<file path="src/rtl/seq_pattern_tx_if.sv">
// seq_pattern_tx_if
//   Request / serial-output bundle of the serial pattern transmitter.
//   master : requester side  (drives start/pattern/count, observes x/valid/busy/done)
//   slave  : transmitter side (seq_pattern_tx)
//   Ports:
//     start   - transfer request, sampled only while the transmitter is idle
//     pattern - PAT_W-bit pattern, sent MSB first
//     count   - number of pattern repeats (0 = complete immediately)
//     x       - serial data bit
//     valid   - x carries a pattern bit
//     busy    - transfer in progress
//     done    - one-cycle completion pulse
interface seq_pattern_tx_if #(
    parameter int PAT_W = 4,
    parameter int CNT_W = 4
);
    logic             start;
    logic [PAT_W-1:0] pattern;
    logic [CNT_W-1:0] count;
    logic             x;
    logic             valid;
    logic             busy;
    logic             done;

    modport master (output start, pattern, count, input x, valid, busy, done);
    modport slave  (input start, pattern, count, output x, valid, busy, done);
endinterface

</file>
<file path="src/rtl/seq_pattern_tx.sv">
// seq_pattern_tx
//   Serial pattern transmitter. On an accepted start it shifts pattern out
//   MSB-first on x, repeats it count times, then pulses done for one cycle.
//   Optional macro SEQ_TX_GAP_EN: inserts GAP_LEN idle zero bits (valid=0)
//   between consecutive repeats; without it repeats are back-to-back and
//   GAP_LEN is ignored.
//   Ports:
//     clk - rising-edge clock
//     rst - synchronous active-high reset (wins over start, aborts silently)
//     bus - seq_pattern_tx_if.slave (start/pattern/count in, x/valid/busy/done out)
//   All outputs are registered: the output process decodes the *next* state
//   and the register process captures it, so outputs change on the same edge
//   as the state.
module seq_pattern_tx #(
    parameter int PAT_W   = 4,
    parameter int CNT_W   = 4,
    parameter int GAP_LEN = 2
) (
    input  logic             clk,
    input  logic             rst,
    seq_pattern_tx_if.slave  bus
);
    localparam int IDX_W = (PAT_W > 1) ? $clog2(PAT_W) : 1;
    localparam logic [IDX_W-1:0] IDX_TOP = IDX_W'(PAT_W - 1);

    typedef enum logic [1:0] {IDLE, SHIFT, GAP, DONE} state_t;

    state_t           state_q, state_d;
    logic [PAT_W-1:0] pat_q, pat_d;
    logic [CNT_W-1:0] rem_q, rem_d;
    logic [IDX_W-1:0] idx_q, idx_d;
    logic             x_d, valid_d, busy_d, done_d;
`ifdef SEQ_TX_GAP_EN
    localparam logic [3:0] GAP_LAST = 4'(GAP_LEN - 1);
    logic [3:0]       gap_q, gap_d;
`endif

    // State and data registers, plus the registered outputs.
    always_ff @(posedge clk) begin
        if (rst) begin
            state_q   <= IDLE;
            pat_q     <= '0;
            rem_q     <= '0;
            idx_q     <= '0;
            bus.x     <= 1'b0;
            bus.valid <= 1'b0;
            bus.busy  <= 1'b0;
            bus.done  <= 1'b0;
`ifdef SEQ_TX_GAP_EN
            gap_q     <= '0;
`endif
        end else begin
            state_q   <= state_d;
            pat_q     <= pat_d;
            rem_q     <= rem_d;
            idx_q     <= idx_d;
            bus.x     <= x_d;
            bus.valid <= valid_d;
            bus.busy  <= busy_d;
            bus.done  <= done_d;
`ifdef SEQ_TX_GAP_EN
            gap_q     <= gap_d;
`endif
        end
    end

    // Next-state logic.
    always_comb begin
        state_d = state_q;
        pat_d   = pat_q;
        rem_d   = rem_q;
        idx_d   = idx_q;
`ifdef SEQ_TX_GAP_EN
        gap_d   = gap_q;
`endif
        case (state_q)
            IDLE: begin
                if (bus.start) begin
                    if (bus.count != '0) begin
                        state_d = SHIFT;
                        pat_d   = bus.pattern;
                        rem_d   = bus.count;
                        idx_d   = IDX_TOP;
                    end else begin
                        state_d = DONE;
                    end
                end
            end
            SHIFT: begin
                if (idx_q == '0) begin
                    // Bit 0 of this repeat is on x now; close the repeat.
                    rem_d = rem_q - 1'b1;
                    if (rem_q > CNT_W'(1)) begin
                        idx_d = IDX_TOP;
`ifdef SEQ_TX_GAP_EN
                        if (GAP_LEN > 0) begin
                            state_d = GAP;
                            gap_d   = GAP_LAST;
                        end
`endif
                    end else begin
                        state_d = DONE;
                    end
                end else begin
                    idx_d = idx_q - 1'b1;
                end
            end
`ifdef SEQ_TX_GAP_EN
            GAP: begin
                // gap_q counts the gap cycles still to go after this one.
                if (gap_q == '0) state_d = SHIFT;
                else             gap_d   = gap_q - 1'b1;
            end
`endif
            DONE:    state_d = IDLE;
            default: state_d = IDLE;
        endcase
    end

    // Output decode from the next state, registered above.
    always_comb begin
        x_d     = 1'b0;
        valid_d = 1'b0;
        busy_d  = 1'b0;
        done_d  = 1'b0;
        case (state_d)
            SHIFT: begin
                x_d     = pat_d[idx_d];
                valid_d = 1'b1;
                busy_d  = 1'b1;
            end
            GAP:     busy_d = 1'b1;
            DONE:    done_d = 1'b1;
            default: ;
        endcase
    end
endmodule

</file>
<file path="src/flat_wrapper.sv">
// flat-port wrapper written by rule: the top's interface ports become plain ports
module seq_pattern_tx_flat 
#(
    parameter int PAT_W   = 4,
    parameter int CNT_W   = 4,
    parameter int GAP_LEN = 2
)
  (clk, rst, bus_start, bus_pattern, bus_count, bus_x, bus_valid, bus_busy, bus_done);
  seq_pattern_tx_if #(.PAT_W(PAT_W), .CNT_W(CNT_W)) bus_i ();
  input  logic clk;
  input  logic rst;
  input wire logic [$bits(bus_i.start)-1:0] bus_start;
  input wire logic [$bits(bus_i.pattern)-1:0] bus_pattern;
  input wire logic [$bits(bus_i.count)-1:0] bus_count;
  output wire logic [$bits(bus_i.x)-1:0] bus_x;
  output wire logic [$bits(bus_i.valid)-1:0] bus_valid;
  output wire logic [$bits(bus_i.busy)-1:0] bus_busy;
  output wire logic [$bits(bus_i.done)-1:0] bus_done;
  assign bus_i.start = bus_start;
  assign bus_i.pattern = bus_pattern;
  assign bus_i.count = bus_count;
  assign bus_x = bus_i.x;
  assign bus_valid = bus_i.valid;
  assign bus_busy = bus_i.busy;
  assign bus_done = bus_i.done;
  seq_pattern_tx #(.PAT_W(PAT_W), .CNT_W(CNT_W), .GAP_LEN(GAP_LEN)) u_core (.clk(clk), .rst(rst), .bus(bus_i));
endmodule
</file>
<file path="config.mk">
export PLATFORM = sky130hd
export DESIGN_NAME = seq_pattern_tx_flat
export DESIGN_NICKNAME = d
export VERILOG_FILES = /design/src/rtl/seq_pattern_tx_if.sv /design/src/rtl/seq_pattern_tx.sv /design/src/flat_wrapper.sv
export SDC_FILE = /design/constraint.sdc
export NUM_CORES = 1
export LEC_CHECK = 0
export ABC_AREA = 1
export BUFFER_PORTS_ARGS = -buffer_cell sky130_fd_sc_hd__buf_2
export CAP_MARGIN = 20
export CELL_PAD_IN_SITES_DETAIL_PLACEMENT = 2
export CELL_PAD_IN_SITES_GLOBAL_PLACEMENT = 2
export CORE_MARGIN = 3
export CORE_UTILIZATION = 25
export CTS_BUF_LIST = sky130_fd_sc_hd__clkbuf_8
export CTS_CLUSTER_SIZE = 28
export DETAILED_ROUTE_END_ITERATION = 8
export GPL_TIMING_DRIVEN = 0
export PLACE_DENSITY_LB_ADDON = 0.25
export REMOVE_ABC_BUFFERS = 1
export SYNTH_ARGS = -nofsm -noshare
export SYNTH_HDL_FRONTEND = slang
export SYNTH_SLANG_ARGS = --single-unit
</file>
<file path="constraint.sdc">
create_clock -name clk -period 1.75 [get_ports clk]
set_input_delay 0.35 -clock clk [delete_from_list [all_inputs] [get_ports clk]]
set_output_delay 0.35 -clock clk [all_outputs]
set_load 0.05 [all_outputs]
</file>
* Word-level counts from Yosys, hierarchy flattened
Cells that the tools add are included.
Word-level totals: register bits after elaboration 16, bits in latches 0, bits in writable memories 0, ROM bits 0, bits of input ports 11, output and inout bits 4, word-level logic and storage cells 49, memories 0
Cells by class: add/sub/neg operators 2, $mul 0, div/mod/pow operators 0, $lt $le $gt $ge 2, equal/unequal tests 7, shift-type cells 0, muxes and demuxes 22, bitwise gates (word level) 1, reduce and logical (&&, ||, !) cells 7
Operators with widths (number):
- $mux 4 | 6
- $mux 2 | 8
- $pmux 2 s2 | 2
- $pmux 4 s2 | 1
- $eq 2x1->1 const B | 2
- $eq 2x2->1 const B | 2
- $gt 4x1->1 const B | 1
- $logic_not 2->1 | 2
- $mux 1 | 4
- $ne 2x1->1 const B | 2
- $reduce_and 4->1 | 1
- $reduce_bool 4->1 | 1
- $reduce_or 2->1 | 2
- $sub 4x1->4 const B | 1
- $lt 2x3->1 const B | 1
- $bmux 1 s2 | 1
- $ne 2x2->1 const B | 1
- $reduce_bool 2->1 | 1
- $sub 2x1->2 const B | 1
- $not 1->1 | 1

* Longest topological paths before layout
depth in word-level cells 7, depth in mapped cells 12, gate-level depth less buffers 12

* Worst setup path before layout
OpenSTA, ideal clock, no wires.
path type register -> register, start register u_core.state_q[1], end register u_core.bus.x, library setup time 113 ps, arrival 1248 ps, data required time 1637 ps, setup slack 389 ps, cell stages (with the launch flop) 12, buffers on the path 0, clock period less this slack 1361 ps, cell sequence dfxtp_1 > nor2_2 > inv_1 > nor2_2 > nand2_1 > nand2_1 > inv_2 > ha_1 > inv_1 > nor2_1 > nand2_1 > nor2_1
Between the ends: cells in the longest elaborated chain, start to end 6, elaborated cells on any way between the ends 13, those cells by class eq/ne: 2; mux: 8; bitwise: 1; reduce/logical: 2
RTL lines:
- from (decl) | line seq_pattern_tx.sv:28 | state_t state_q, state_d;
- from (signal assigned) | line seq_pattern_tx.sv:53 | state_q <= state_d;
- $mux 2 | line seq_pattern_tx.sv:93 | if (rem_q > CNT_W'(1)) begin
- $mux 2 | line seq_pattern_tx.sv:90 | if (idx_q == '0) begin
- $pmux 2 s2 * | line seq_pattern_tx.sv:76 | case (state_q)
- net u_core.state_d[1] | line seq_pattern_tx.sv:28
- $eq 2x1->1 * | line seq_pattern_tx.sv:126 | case (state_d)
- $not 1->1 (no line) *
- $reduce_or 2->1 (no line) *
- to (signal assigned) | line seq_pattern_tx.sv:45 | bus.x <= 1'b0;
- to (signal assigned) | line seq_pattern_tx.sv:57 | bus.x <= x_d;
- to (decl) | line seq_pattern_tx_if.sv:26 | modport slave (input start, pattern, count, output x, valid, busy, done);
Mark *: on every way through the listed nets, which the timed path passes. The rest lies on a longest branch. The select of a mux whose other input is x is not followed. A chain may end at the register's enable or synchronous reset.

* Worst setup path in the final report
start register u_core.rem_q[0], end register u_core.bus.x
Between the ends: cells in the longest elaborated chain, start to end 7, elaborated cells on any way between the ends 12, those cells by class order compare: 1; eq/ne: 1; mux: 8; bitwise: 1; reduce/logical: 1
RTL lines:
- from (decl) | line seq_pattern_tx.sv:30 | logic [CNT_W-1:0] rem_q, rem_d;
- from (signal assigned) | line seq_pattern_tx.sv:55 | rem_q <= rem_d;
- $gt 4x1->1 | line seq_pattern_tx.sv:93
- $mux 2 | line seq_pattern_tx.sv:93
- $mux 2 | line seq_pattern_tx.sv:90
- $pmux 2 s2 | line seq_pattern_tx.sv:76
- net u_core.state_d[1] | line seq_pattern_tx.sv:28
- $eq 2x1->1 | line seq_pattern_tx.sv:126
- $not 1->1 (no line)
- $reduce_or 2->1 (no line)
The timed path passes the listed nets, and every way through them passes these cells. The select of a mux whose other input is x is not followed.

==> impl_metrics.toml <==
[yosys]
avgSynthCellArea_um2 = 6.95
synth.distinct_cells = 19
yosysWarnings = 0
synth_largest_area_cell = "dfxtp_1"
synth_seq_cells = 16
synth_cells = 119
synth_top_area_share_pct = 38.7
synth_area_leaders = "dfxtp_1, nand2_1, inv_1"
netlist_area_um2 = 827
synth-seq-area-share_pct = 38.7

[clock_tree]
clkLatencyLatePin_ps = 250
cts.sinks = 16
path_clk_slew_ps = 60
cts_tree = "done"
cts.hold.buffers_added = 0
cts_made_buffers = 3
htree_levels = 1
cts_root_buf = "clkbuf_8"
clockBufferDepth = 2
cts_setup_buffers = 0

[floorplanning]
rows = 20
core_area_um2 = 3100
boundaryPins = 15
die-area_um2 = 4030
die_w_um = 63.5
fp.dieH_um = 63.5
start_util_pct = 26.7

[sta]
fin_tns_setup_ps = 0
slew_violations = 0
setup_viol = 0
period_needed_ps = 1580
hold_viol_final = 0
period_share_pct = 90.5
worst_slew_margin_rel_pct = 82.5
worst_slack_ps = 166
holdWs_ps = 407
fmax_mhz = 631
fin_worst_skew_ps = 1.19
grt_setup_unrepaired = "no"
worstMarginPinSlew_ps = 261

[place]
routabilityCongestion = 0.747
dp_hpwl_mm = 1.71
numPortBuffers = 14
post-place-ws_ps = 46.4

[worst_setup_path]
start_kind = "flip-flop"
cp_top_family = "simple AND/OR/NAND/NOR gates"
arrival_ps = 1740
crit_path_top_delay_cell = "dfxtp_1"
crit_buf_inv = 4
cp.required_ps = 1900
cp_cell_sequence = "inv_1 -> ha_2 -> inv_1 -> nand2_1 -> nand4_1 -> nand2_1 -> inv_2 -> ha_1 -> inv_1 -> nor2_2 -> nand2_1 -> nor2_1"
worstSetupPathType = "flip-flop to flip-flop"
crit_fanout = 4
worstSetupEndpointType = "flip-flop"
slowest_delay_ps = 330

[job]
drv_cap = 0

[finish]
n_fill_cell = 404
nets = 152
multi_input_area_um2 = 437
insertedDiodeCount = 0
area_growth_pct = 21.9
seqCellArea_um2 = 320
layout-drive-gt1-share_pct = 22.1

[grt]
grt_pass1_wl_mm = 3.57
grt_start_max_net_pins = 13
grt_use_total_pct = 11.4
antenna_found_initial = 0
grt_pass1_vias = 804
overflow = 0

[power_and_ir_drop]
power.leakage_uw = 0.000492
power.density_nw_per_um2 = 1050
irDropWorstVdd_uv = 539

[drt]
drc_errors = 0
first_pass_iters = 4
drtIter0Drc = 23
via_per_inst = 4.51
post_drt_wl_per_cell_um = 11.8
postRouteAntennaNets = 0
num_vias = 811
routed_wirelength_mm = 2.12

[outcome]
run_status = "completed"

[worst_hold_path]
hold_class = "primary input to flip-flop"
==> final timing paths <==
kind              startpoint              end  cells past startpoint  slack [ps]
min reg2reg  u_core.pat_q[2]  u_core.pat_q[2]                      2         470
min           bus_pattern[2]  u_core.pat_q[2]                      3         410
max reg2reg  u_core.rem_q[0]     u_core.bus.x                     12         170
max          u_core.rem_q[0]     u_core.bus.x                     12         170
==> worst register-to-register path, stage by stage (launching register included) <==
cell	delay (ps)
dfxtp_1	330
inv_1	120
ha_2	220
inv_1	40
nand2_1	90
nand4_1	90
nand2_1	140
inv_2	50
ha_1	180
inv_1	70
nor2_2	50
nand2_1	70
nor2_1	30
==> flip-flops by register name, summed over array words and instances (netlist names) <==
register	count
u_core.bus.busy	1
u_core.bus.done	1
u_core.bus.valid	1
u_core.bus.x	1
u_core.idx_q	2
u_core.pat_q	4
u_core.rem_q	4
u_core.state_q	2
==> through the flow <==
| step | std cells | util [%] | total power (µW) | cell area (µm²) |
|---|---|---|---|---|
| 2_1_floorplan | 118 | - | 653 | 823 |
| 6_report | 180 | 32.5 | 1050 | 1010 |
| 5_1_grt | 180 | 32.5 | 1130 | 1010 |
| 4_1_cts | 180 | 32.3 | 1080 | 1000 |
| 3_5_place_dp | 176 | 30.6 | 736 | 948 |
| 3_3_place_gp | 176 | 30.6 | 725 | 948 |
==> kinds of logic after synthesis <==
| group | Yosys count | share of synthesized area (%) |
|---|---|---|
| simple gates | 61 | 34.8 |
| compound gates | 18 | 11.3 |
| buf+inv | 20 | 9.08 |
| fa+ha+maj | 4 | 6.05 |
| flops | 16 | 38.7 |
==> what timing repair did <==
action                                  CTS  global route
endpoints found under the setup margin    0             1
endpoints found under the hold margin     0             0
resized for setup                         0             2
==> power by group <==
group	leakage (µW)	internal (µW)	switching, µW	total (µW)
clock network	0.0000288	200	127	327
logic	0.000332	96.9	204	301
registers	0.000132	405	21.4	427
total	0.000492	702	353	1050
==> layout make-up <==
class,count,share of cell area [%]
clock buffer,4,5.46
inverter,19,7.07
multi-input combinational,83,43.3
sequential,16,31.8
tap,44,5.46
timing repair buffer,14,6.95
==> Yosys cell counts <==
cell type,instances
a31oi_1,1
nand3_1,10
clkbuf_1,1
nand2_2,1
inv_2,3
o21ai_1,5
o211ai_1,1
nor2_1,15
nor3_4,1
nor2_2,3
ha_1,4
dfxtp_1,16
a21oi_1,8
o21ai_0,3
nand4_1,4
nand3_2,1
inv_1,16
nand2_1,25
nor2_4,1
==> cells in the final DEF (no fill, tap or decap) <==
master / synthesis / layout
nand2_2: 1 / 1
ha_1: 4 / 3
nand2_1: 25 / 25
inv_2: 3 / 3
buf_2: 0 / 14
nor2_1: 15 / 14
inv_1: 16 / 16
nand3_2: 1 / 1
nand3_1: 10 / 10
nor2_2: 3 / 4
nor2_4: 1 / 1
nor3_4: 1 / 1
a31oi_1: 1 / 1
dfxtp_1: 16 / 16
a21oi_1: 8 / 8
ha_2: 0 / 1
o211ai_1: 1 / 1
nand4_1: 4 / 4
o21ai_0: 3 / 3
clkbuf_8: 0 / 4
o21ai_1: 5 / 5
==> metal layers <==
| metal | wire length [µm] | share of wire, % | track usage [%] | up-vias |
|---|---|---|---|---|
| li1 | - | - | - | 415 |
| met1 | 998 | 47 | 13.7 | 384 |
| met2 | 1030 | 49 | 18.9 | 8 |
| met3 | 66 | 3.1 | 3.92 | 4 |
| met4 | 21 | 0.99 | 3.23 | 0 |
| met5 | 0 | 0 | 0 | - |
No activity file was read; power rests on OpenSTA's default activity.
